**config.mk**
```make
export PLATFORM = sky130hd
export DESIGN_NAME = div_hilo_sequencer
export DESIGN_NICKNAME = d
export VERILOG_FILES = /design/src/rtl/div_hilo_sequencer_pkg.sv /design/src/rtl/div_hilo_sequencer_sign_fix.sv /design/src/rtl/div_hilo_sequencer.sv
export SDC_FILE = /design/constraint.sdc
export NUM_CORES = 1
export LEC_CHECK = 0
export ABC_AREA = 0
export CAP_MARGIN = 20
export CORE_ASPECT_RATIO = 1.25
export CORE_MARGIN = 5
export CORE_UTILIZATION = 57
export CTS_CLUSTER_DIAMETER = 30
export DETAILED_ROUTE_END_ITERATION = 12
export PLACE_DENSITY = 0.93
export SLEW_MARGIN = 5
export SYNTH_ARGS = -nofsm -noshare
export SYNTH_HDL_FRONTEND = slang
export SYNTH_SLANG_ARGS = --single-unit
```
**constraint.sdc**
```tcl
create_clock -name clk -period 21.6 [get_ports clk]
set_input_delay 2.16 -clock clk [delete_from_list [all_inputs] [get_ports clk]]
set_output_delay 2.16 -clock clk [all_outputs]
set_load 0.03 [all_outputs]
```
**src/rtl/div_hilo_sequencer_pkg.sv**
```systemverilog
// Shared definitions for the DIV/DIVU issue/writeback sequencer: state codes,
// the divide-by-zero LO pattern and a conditional two's-complement helper.
package div_hilo_sequencer_pkg;

    // Widest operand the helper below supports; callers cast down to their W.
    localparam int NEG_MAX_W = 64;

    typedef logic [2:0] state_t;

    localparam state_t ST_IDLE   = 3'd0;
    localparam state_t ST_LAUNCH = 3'd1;
    localparam state_t ST_WAIT   = 3'd2;
    localparam state_t ST_FIX    = 3'd3;
    localparam state_t ST_WRITE  = 3'd4;
    localparam state_t ST_ZERO   = 3'd5;
    localparam state_t ST_DRAIN  = 3'd6;

    localparam logic [NEG_MAX_W-1:0] DBZ_LO = '1;

    // Negation modulo 2^NEG_MAX_W; the low W bits equal negation modulo 2^W.
    function automatic logic [NEG_MAX_W-1:0] cond_neg(input logic [NEG_MAX_W-1:0] v,
                                                       input logic neg);
        return neg ? (~v + NEG_MAX_W'(1)) : v;
    endfunction

endpackage

```
**src/rtl/div_hilo_sequencer_sign_fix.sv**
```systemverilog
// Combinational pair-wise conditional negate: signed operands to magnitudes on
// the way into the divider, and sign restore on the way out.
module div_sign_fix
    import div_hilo_sequencer_pkg::*;
#(
    parameter int W = 32
) (
    input  logic [W-1:0] in_a,
    input  logic [W-1:0] in_b,
    input  logic         neg_a,
    input  logic         neg_b,
    output logic [W-1:0] out_a,
    output logic [W-1:0] out_b
);

    assign out_a = W'(cond_neg(NEG_MAX_W'(in_a), neg_a));
    assign out_b = W'(cond_neg(NEG_MAX_W'(in_b), neg_b));

endmodule

```
**src/rtl/div_hilo_sequencer.sv**
```systemverilog
// DIV/DIVU controller between execute and the iterative unsigned divider:
// operand magnitudes, divider launch/wait, sign correction and HI/LO writeback.
module div_hilo_sequencer
    import div_hilo_sequencer_pkg::*;
#(
    parameter int W     = 32,
    parameter int CNT_W = 6
) (
    input  logic         clk,
    input  logic         reset,
    input  logic         op_valid,
    input  logic         op_signed,
    input  logic [W-1:0] op_a,
    input  logic [W-1:0] op_b,
    output logic         op_ready,
    input  logic         flush,
    output logic         busy,
    output logic         div_start,
    output logic [W-1:0] div_dividend,
    output logic [W-1:0] div_divisor,
    input  logic         div_done,
    input  logic [W-1:0] div_q,
    input  logic [W-1:0] div_r,
    output logic [W-1:0] hi,
    output logic [W-1:0] lo,
    output logic         hilo_we,
    output logic         div_by_zero,
    output logic [2:0]   state_dbg
);

    state_t             state;
    state_t             state_nx;
    logic               accept;
    logic               wd_expired;
    logic [CNT_W-1:0]   wd_cnt;
    logic               sign_q;
    logic               sign_r;
    logic [W-1:0]       a_raw;
    logic [W-1:0]       q_raw;
    logic [W-1:0]       r_raw;
    logic [W-1:0]       q_fix;
    logic [W-1:0]       r_fix;
    logic [W-1:0]       mag_a;
    logic [W-1:0]       mag_b;
    logic [W-1:0]       res_q;
    logic [W-1:0]       res_r;

    // Request handshake: an op is taken on any cycle with op_valid && op_ready
    // && !flush; op_ready is high only in IDLE and the request is single-cycle.
    assign accept     = (state == ST_IDLE) && op_valid && !flush;
    assign wd_expired = &wd_cnt;

    assign op_ready  = (state == ST_IDLE);
    assign busy      = (state != ST_IDLE);
    assign div_start = (state == ST_LAUNCH);
    assign state_dbg = state;

    div_sign_fix #(.W(W)) u_operand_fix (
        .in_a  (op_a),
        .in_b  (op_b),
        .neg_a (op_signed & op_a[W-1]),
        .neg_b (op_signed & op_b[W-1]),
        .out_a (mag_a),
        .out_b (mag_b)
    );

    div_sign_fix #(.W(W)) u_result_fix (
        .in_a  (q_raw),
        .in_b  (r_raw),
        .neg_a (sign_q),
        .neg_b (sign_r),
        .out_a (res_q),
        .out_b (res_r)
    );

    always_comb begin
        state_nx = state;
        case (state)
            ST_IDLE: begin
                if (accept) begin
                    state_nx = (op_b == '0) ? ST_ZERO : ST_LAUNCH;
                end
            end
            ST_LAUNCH: state_nx = flush ? ST_DRAIN : ST_WAIT;
            ST_WAIT: begin
                // A flush landing on the done cycle has nothing left to drain.
                if (flush) begin
                    state_nx = div_done ? ST_IDLE : ST_DRAIN;
                end else if (div_done) begin
                    state_nx = ST_FIX;
                end else if (wd_expired) begin
                    state_nx = ST_IDLE;
                end
            end
            ST_FIX:   state_nx = ST_WRITE;
            ST_WRITE: state_nx = ST_IDLE;
            ST_ZERO:  state_nx = ST_IDLE;
            ST_DRAIN: begin
                if (div_done || wd_expired) begin
                    state_nx = ST_IDLE;
                end
            end
            default:  state_nx = ST_IDLE;
        endcase
    end

    always_ff @(posedge clk or posedge reset) begin
        if (reset) begin
            state  <= ST_IDLE;
            wd_cnt <= '0;
        end else begin
            state <= state_nx;
            if ((state == ST_WAIT) || (state == ST_DRAIN)) begin
                wd_cnt <= wd_cnt + 1'b1;
            end else begin
                wd_cnt <= '0;
            end
        end
    end

    // Operand capture; div_dividend/div_divisor only change on accept.
    always_ff @(posedge clk or posedge reset) begin
        if (reset) begin
            div_dividend <= '0;
            div_divisor  <= '0;
            a_raw        <= '0;
            sign_q       <= 1'b0;
            sign_r       <= 1'b0;
        end else if (accept) begin
            div_dividend <= mag_a;
            div_divisor  <= mag_b;
            a_raw        <= op_a;
            sign_q       <= op_signed & (op_a[W-1] ^ op_b[W-1]);
            sign_r       <= op_signed & op_a[W-1];
        end
    end

    always_ff @(posedge clk or posedge reset) begin
        if (reset) begin
            q_raw <= '0;
            r_raw <= '0;
            q_fix <= '0;
            r_fix <= '0;
        end else begin
            if ((state == ST_WAIT) && div_done) begin
                q_raw <= div_q;
                r_raw <= div_r;
            end
            if (state == ST_FIX) begin
                q_fix <= res_q;
                r_fix <= res_r;
            end
        end
    end

    // HI/LO writeback; hilo_we rises together with the new register contents.
    always_ff @(posedge clk or posedge reset) begin
        if (reset) begin
            hi          <= '0;
            lo          <= '0;
            hilo_we     <= 1'b0;
            div_by_zero <= 1'b0;
        end else begin
            hilo_we <= (state == ST_WRITE) || (state == ST_ZERO);
            if (state == ST_WRITE) begin
                hi <= r_fix;
                lo <= q_fix;
            end else if (state == ST_ZERO) begin
                hi <= a_raw;
                lo <= W'(DBZ_LO);
            end
            if (accept) begin
                div_by_zero <= 1'b0;
            end else if (state == ST_ZERO) begin
                div_by_zero <= 1'b1;
            end
        end
    end

endmodule

```
==> metrics.cfg <==
[drt]
wl_met1_um=15230
vias_per_cell=5.820
finalWirelength_um=39630
drt_first_pass_iters=5
post_drt_wl_per_cell_um=19.30
wl_met2_um=19440
via_count=11960
ant_nets=0
drc=0
initialDrtViolationCount=890
top_layer_used=met4
wl_met3_um=2852

[setup_path]
path_class=flip-flop to output port
worst-path-max-fanout=42
cp_slowest_stage_delay_ns=0.82
worst-path-buf-inv=2
critPathTopFamily=buffers and inverters
end_kind=output port
cp.arrival_ns=2.69
crit_chain=buf_4 -> clkdlybuf4s50_1
crit_slowest_cell=clkdlybuf4s50_1
worstPathRequired_ns=19.44
cp-start-kind=flip-flop

[clock_tree]
cts_sinks=300
numCtsBuffers=45
clk_latency_ns=0.54
cts_tree=done
htreeDepth=2
cts_resized=0
path_clk_slew_ns=0.05
clk_path_buf_depth=3
cts_hold_buf=0
post_cts_buffers=0
root_buffer=clkbuf_16

[synthesis]
synth_top_family_by_area=simple AND/OR/NAND/NOR gates
syn_area_mm2=0.01414
avgSynthCellArea_um2=9.790
synthAdderAreaFrac=0.007080
synth_ff_type=dfrtp_1
yosysMostFrequentCell=nand2_1
yosysTopAreaCell=dfrtp_1
syn-num-nets=1586
synthMuxAreaShare=0.07408
synth_compound_area_frac=0.1296
synth_xor_area_frac=0.07372
synthDistinctLibCells=49
synth_seq_cells=300
yosys_warnings=0
synth_area_leaders=dfrtp_1, nand2_1, o21ai_0
synth-edff-count=0
yosysTopAreaCellShare=0.5310
ys_async_sr_fraction=1.000
netlist_instances=1444
synth_seq_area_share=0.5310
synth_common_cells=nand2_1, dfrtp_1, o21ai_0, xor2_1, clkbuf_1
synthSimpleGateAreaFrac=0.1554

[cells_and_area]
layoutNonFillerInstCount=2054
n_antenna_cell=0
nets=1829
drive_gt1_frac=0.1021
stdcell_area_mm2=0.01872
fillCellCount=1489
fin_util=0.7641
area_growth_pct=32.45

[sta]
fmax_mhz=206.1
slew_viol_final=0
period_share=0.2247
fin_skew_ns=0.02717
setup-violations-final=0
slew_headroom=0.2968
tns_ns=0
period_minus_slack_ns=4.853
tightestPinTransition_ns=1.055
final_hold_viol_count=0
whs_ns=0.4730
rsz0062_at_grt=no

[placement]
post_dp_cell_area_mm2=0.01701
io_buffers=269
hpwlAfterDp_um=26900
dpl.cell_count=1965
gp_congestion=0.8883

[floorplan]
die_area_mm2=0.02807
die_w_um=150.9
pin_count=270
rows=64
coreArea_mm2=0.02450
initial_utilization=0.5770
die_h_um=186.1

[global_route]
grt_max_degree=156
grt_pass1_wl_um=62730
grt_pass1_vias=11900
antenna_found_initial=0
track_usage=0.2798
gr-total-overflow=0

[pwr]
p_per_area_mw_per_mm2=154.7
p_leak_uw=0.007986
peakVddDrop_mv=0.1015

[run]
cap_violations=0

[outcome]
status=complete, no violations

[min_path]
hold_path_class=flip-flop to flip-flop

==> where the power goes <==
part | total [µW] | switching [µW] | leakage (µW) | internal [µW]
clock network | 749 | 288 | 0.000762 | 461
registers | 1060 | 238 | 0.00376 | 823
logic | 1090 | 627 | 0.00347 | 460
total | 2900 | 1150 | 0.00799 | 1740
==> kinds of logic (layout without fill, tap and decap cells) <==
group           after synthesis  after routing
simple gates                500            500
compound gates              314            314
flops                       300            300
xor+xnor                    119            119
buf+inv                     106            386
mux                          97             97
fa+ha+maj                     8              8
==> flip-flops by register name, summed over array words and instances, names as in the netlist <==
name,flops
hi,32
div_dividend,32
wd_cnt,6
r_raw,32
q_raw,32
sign_q,1
lo,32
state_dbg,3
q_fix,32
hilo_we,1
a_raw,31
sign_r,1
div_divisor,32
div_by_zero,1
r_fix,32
==> routing by layer <==
| metal | GRT usage | vias up |
|---|---|---|
| met3 | 0.04847 | 145 |
| met5 | 0 | - |
| met2 | 0.4716 | 546 |
| met1 | 0.3484 | 5785 |
| li1 | - | 5479 |
| met4 | 0.1393 | 0 |
==> worst reg2reg max path, stage by stage, from the launching register on <==
cell,delay [ns]
dfrtp_4,0.73
buf_4,0.61
nor2_1,0.24
nand2_4,0.51
buf_4,0.78
nor4_1,0.14
a211oi_1,0.25
nand3_1,0.09
==> path summary, 6_finish.rpt <==
check	start	to	slack (ns)	cells after the start
setup / recovery	state_dbg[0]	state_dbg[0]	16.75	2
hold / removal	wd_cnt[0]	wd_cnt[0]	0.47	1
setup reg to reg	state_dbg[0]	div_divisor[19]	18.12	7
hold reg to reg	wd_cnt[0]	wd_cnt[0]	0.47	1
max in group asynchronous	reset	r_fix[26]	17.59	5
min in group asynchronous	reset	lo[8]	2.07	2
==> cell usage in the layout (no fill, tap or decap), drive strengths merged, types with 6 or more instances in the layout <==
cell type,n
or3,18
dfrtp,300
or4,11
a21oi,19
nor3,13
nand4,6
ha,8
o31ai,29
nand2,316
clkbuf,49
nor2,75
mux2,61
mux2i,36
inv,35
xor2,88
o41ai,27
buf,13
o21ai,218
nand3,8
a31oi,13
clkinv,10
xnor2,31
clkdlybuf4s50,269
clkinvlp,6
nor4,21
==> layout make-up <==
type | count | area [µm²] | area share
clock buffer | 49 | 1194 | 0.06375
sequential | 300 | 7511 | 0.4011
multi-input combinational | 1038 | 6251 | 0.3338
clock inverter | 35 | 390.4 | 0.02085
timing repair buffer | 282 | 2883 | 0.1540
tap | 330 | 412.9 | 0.02205
inverter | 20 | 82.58 | 0.004410
==> per-stage QoR <==
| stage | setup slack, ns | total power (µW) |
|---|---|---|
| 2_1_floorplan | 11.15 | 1677 |
| 3_3_place_gp | 16.34 | 2060 |
| 3_5_place_dp | 16.28 | 2119 |
| 4_1_cts | 16.74 | 2895 |
| 5_1_grt | 16.66 | 3060 |
| 6_report | 16.75 | 2897 |
No activity file was read; power rests on OpenSTA's default activity.
==> edit: new RTL, same flow settings <==
Set the parameter `CNT_W` to 12 (it was 6).
--- a/src/rtl/div_hilo_sequencer.sv
+++ b/src/rtl/div_hilo_sequencer.sv
@@ -6,3 +6,3 @@
     parameter int W     = 32,
-    parameter int CNT_W = 6
+    parameter int CNT_W = 12
 ) (
Behaviour: same outputs for any inputs over 4 cycles, from zero or initial values and one cycle with reset high; that may be too few to reach the edited logic, so the function may still have changed.
==> edit against the unedited design <==
  * Largest cell class unchanged
  * Largest power group is now sequential cells
  * Total power is 3.2% higher
  * Count of clock-buffer cells in the layout rose by 10
  * Area after synthesis increased by 2.9%
  * Critical path type unchanged
  * Die area up 2.7%
  * Highest routed layer unchanged
  * Routed wire length increased by 2.3%
  * Sequential cell count rose by 6
  * Global-route usage decreased by 0.42 points
  * Cell area grew 2.9%
  * Setup slack worse by 0.17 ns
==> edit: results (changes against the unedited design) <==
metric	value	unit	change
drtPass1Iterations	6		was 5
skew	0.0265	ns	was 0.0272 ns
clk_pin_slew_worst_paths	0.06	ns	
synthArstFlopShare	1.00		unchanged
routabilityCongestion	0.894		was 0.888
grt_use_met3	0.0494		was 0.0485
ys_seq_area_frac	0.527		was 0.531
first_iter_violations	920		was 890
clkLatencyLatePin	0.55	ns	
ir_worst_vdd	89.9	uV	was 102 uV
hold-path-cell-count	2		was 1
vias	12400		was 12,000
port_buffers	269		unchanged
cts_setup_buffers	0		unchanged
hpwl	27600	um	was 26,900 um
synth_area_leaders	dfrtp_1 53%, nand2_1 8.2%, o21ai_0 7.0%, xor2_1 4.8%, mux2_2 4.7%		was dfrtp_1 53%, nand2_1 8.4%, o21ai_0 7.6%, xor2_1 5.5%, mux2_2 4.9%
post_cts_resized	0		unchanged
rr_worst_depth	7		unchanged
hold_path.class	flip-flop to flip-flop		unchanged
wl_per_cell	19.2	um	was 19.3 um
hp-start	q_fix[5]$_DFFE_PP0N_		was wd_cnt[0]$_DFF_PP0_
final_layout_size_suffix_gt1_frac	0.101		was 0.102
reg2reg_setup_slack	18.06	ns	was 18.12 ns
leakage	8.22	nW	was 7.99 nW
arrival	2.87	ns	was 2.69 ns
ys_warn_count	0		unchanged
r2r_start	state_dbg[0]$_DFFE_PP0P_		unchanged
worstPathMaxFanout	74		was 42
cts_root_buffer	clkbuf_16		unchanged
synth_cell_type_count	55		was 49
clockBufferDepth	3		unchanged
synth_ff_type	dfrtp_1		unchanged
track_usage	0.276		was 0.280
dpl_cell_area	17400	sq um	was 17,000 sq um
numCtsBuffers	49		was 45
outcome	finished, final reports clean		unchanged
final_nets	1877		was 1,829
use_met1	0.340		was 0.348
antenna_cells	0		unchanged
min_to	q_fix[5]$_DFFE_PP0N_		was wd_cnt[0]$_DFF_PP0_
grt_max_degree	146		was 156
synth_common_cells	319 x nand2_1, 306 x dfrtp_1, 202 x o21ai_0, 80 x xor2_1, 78 x nor2_1		was 316 x nand2_1, 300 x dfrtp_1, 216 x o21ai_0, 88 x xor2_1, 76 x clkbuf_1
antenna_found_initial	0		unchanged
grt_pass1_wl	65400	um	was 62,700 um
critPathSlowestCell	dfrtp_4		was clkdlybuf4s50_1
grt_pass1_vias	12600		was 11,900
r2r_end	div_divisor[26]$_DFFE_PP0P_		was div_divisor[19]$_DFFE_PP0P_
worst_slew_pin_slew	1.10	ns	was 1.05 ns
met2_usage	0.473		was 0.472
max_stage_delay	0.82	ns	about the same
syn_nets	1633		was 1,586
htreeDepth	2		unchanged
## edit: changes by cell type after synthesis, moves of 5 or more
| cell | delta |
|---|---|
| o21ai_1 | +6 |
| dfrtp_1 | +6 |
| a21oi_1 | +5 |
| o41ai_1 | -5 |
| o21ai_0 | -14 |
| a31oi_1 | +6 |
| nand3_1 | +5 |
| xor2_1 | -8 |
| inv_1 | +6 |
| xnor2_1 | +12 |
| nor4_1 | +6 |
## edit: metal layers
layer / vias to the layer above / routed length [um]
li1: 5667 / -
met2: 509 / 19900
met3: 146 / 2960
met1: 6041 / 15600
met5: - / 0
met4: 0 / 2030
## edit: worst max path at each step
stage | startpoint | endpoint | slack (ns) | cells after the start
final | state_dbg[0]$_DFFE_PP0P_ | op_ready | 16.57 | 3
after CTS | state_dbg[0]$_DFFE_PP0P_ | op_ready | 16.54 | 3
after floorplan | reset | a_raw[10]$_DFFE_PP0P_ | 10.98 | 1
after global routing | state_dbg[0]$_DFFE_PP0P_ | op_ready | 16.49 | 3
after detailed placement | reset | r_raw[10]$_DFFE_PP0P_ | 16.11 | 4
after global placement | reset | r_raw[11]$_DFFE_PP0P_ | 16.16 | 4
## edit: kinds of logic (layout without fill, tap and decap cells)
group | after synthesis | count (layout) | share of synthesized area
AO/OA/AOI/OAI | 317 | 317 | 0.125
XOR/XNOR | 123 | 123 | 0.0741
adder cells (fa/ha/maj) | 8 | 8 | 0.00688
buffers and inverters | 112 | 394 | 0.0308
flip-flops | 306 | 306 | 0.527
multiplexers | 97 | 97 | 0.0720
AND/OR/NAND/NOR | 528 | 528 | 0.164
## edit: worst max-delay path: cells and delay by family, from the launching register on
family	cells	cell delay, ns
buf+inv	2	0.92
simple gates	1	0.58
flops	1	0.82
## edit: area by class of cell
type | count | area, sq um
timing repair buffer | 279 | 2830
clock buffer | 59 | 1360
inverter | 26 | 105
fill | 1605 | 5950
tap | 335 | 419
sequential | 306 | 7660
multi-input combinational | 1073 | 6480
clock inverter | 30 | 415
## edit: stage by stage
step	setup slack, ns	instances	utilization	hold WS [ns]
finish	16.57	2108	0.764	0.479
global route	16.49	2108	0.764	0.500
CTS	16.54	2105	0.761	0.480
detailed placement	16.11	2016	0.690	0.469
global placement	16.16	2016	0.690	0.459
floorplan	10.98	1491	-	0.445
## edit: power breakdown
group / switching [mW] / internal [mW] / total, mW
combinational: 0.619 / 0.462 / 1.08
sequential: 0.248 / 0.830 / 1.08
clock: 0.282 / 0.547 / 0.829
total: 1.15 / 1.84 / 2.99
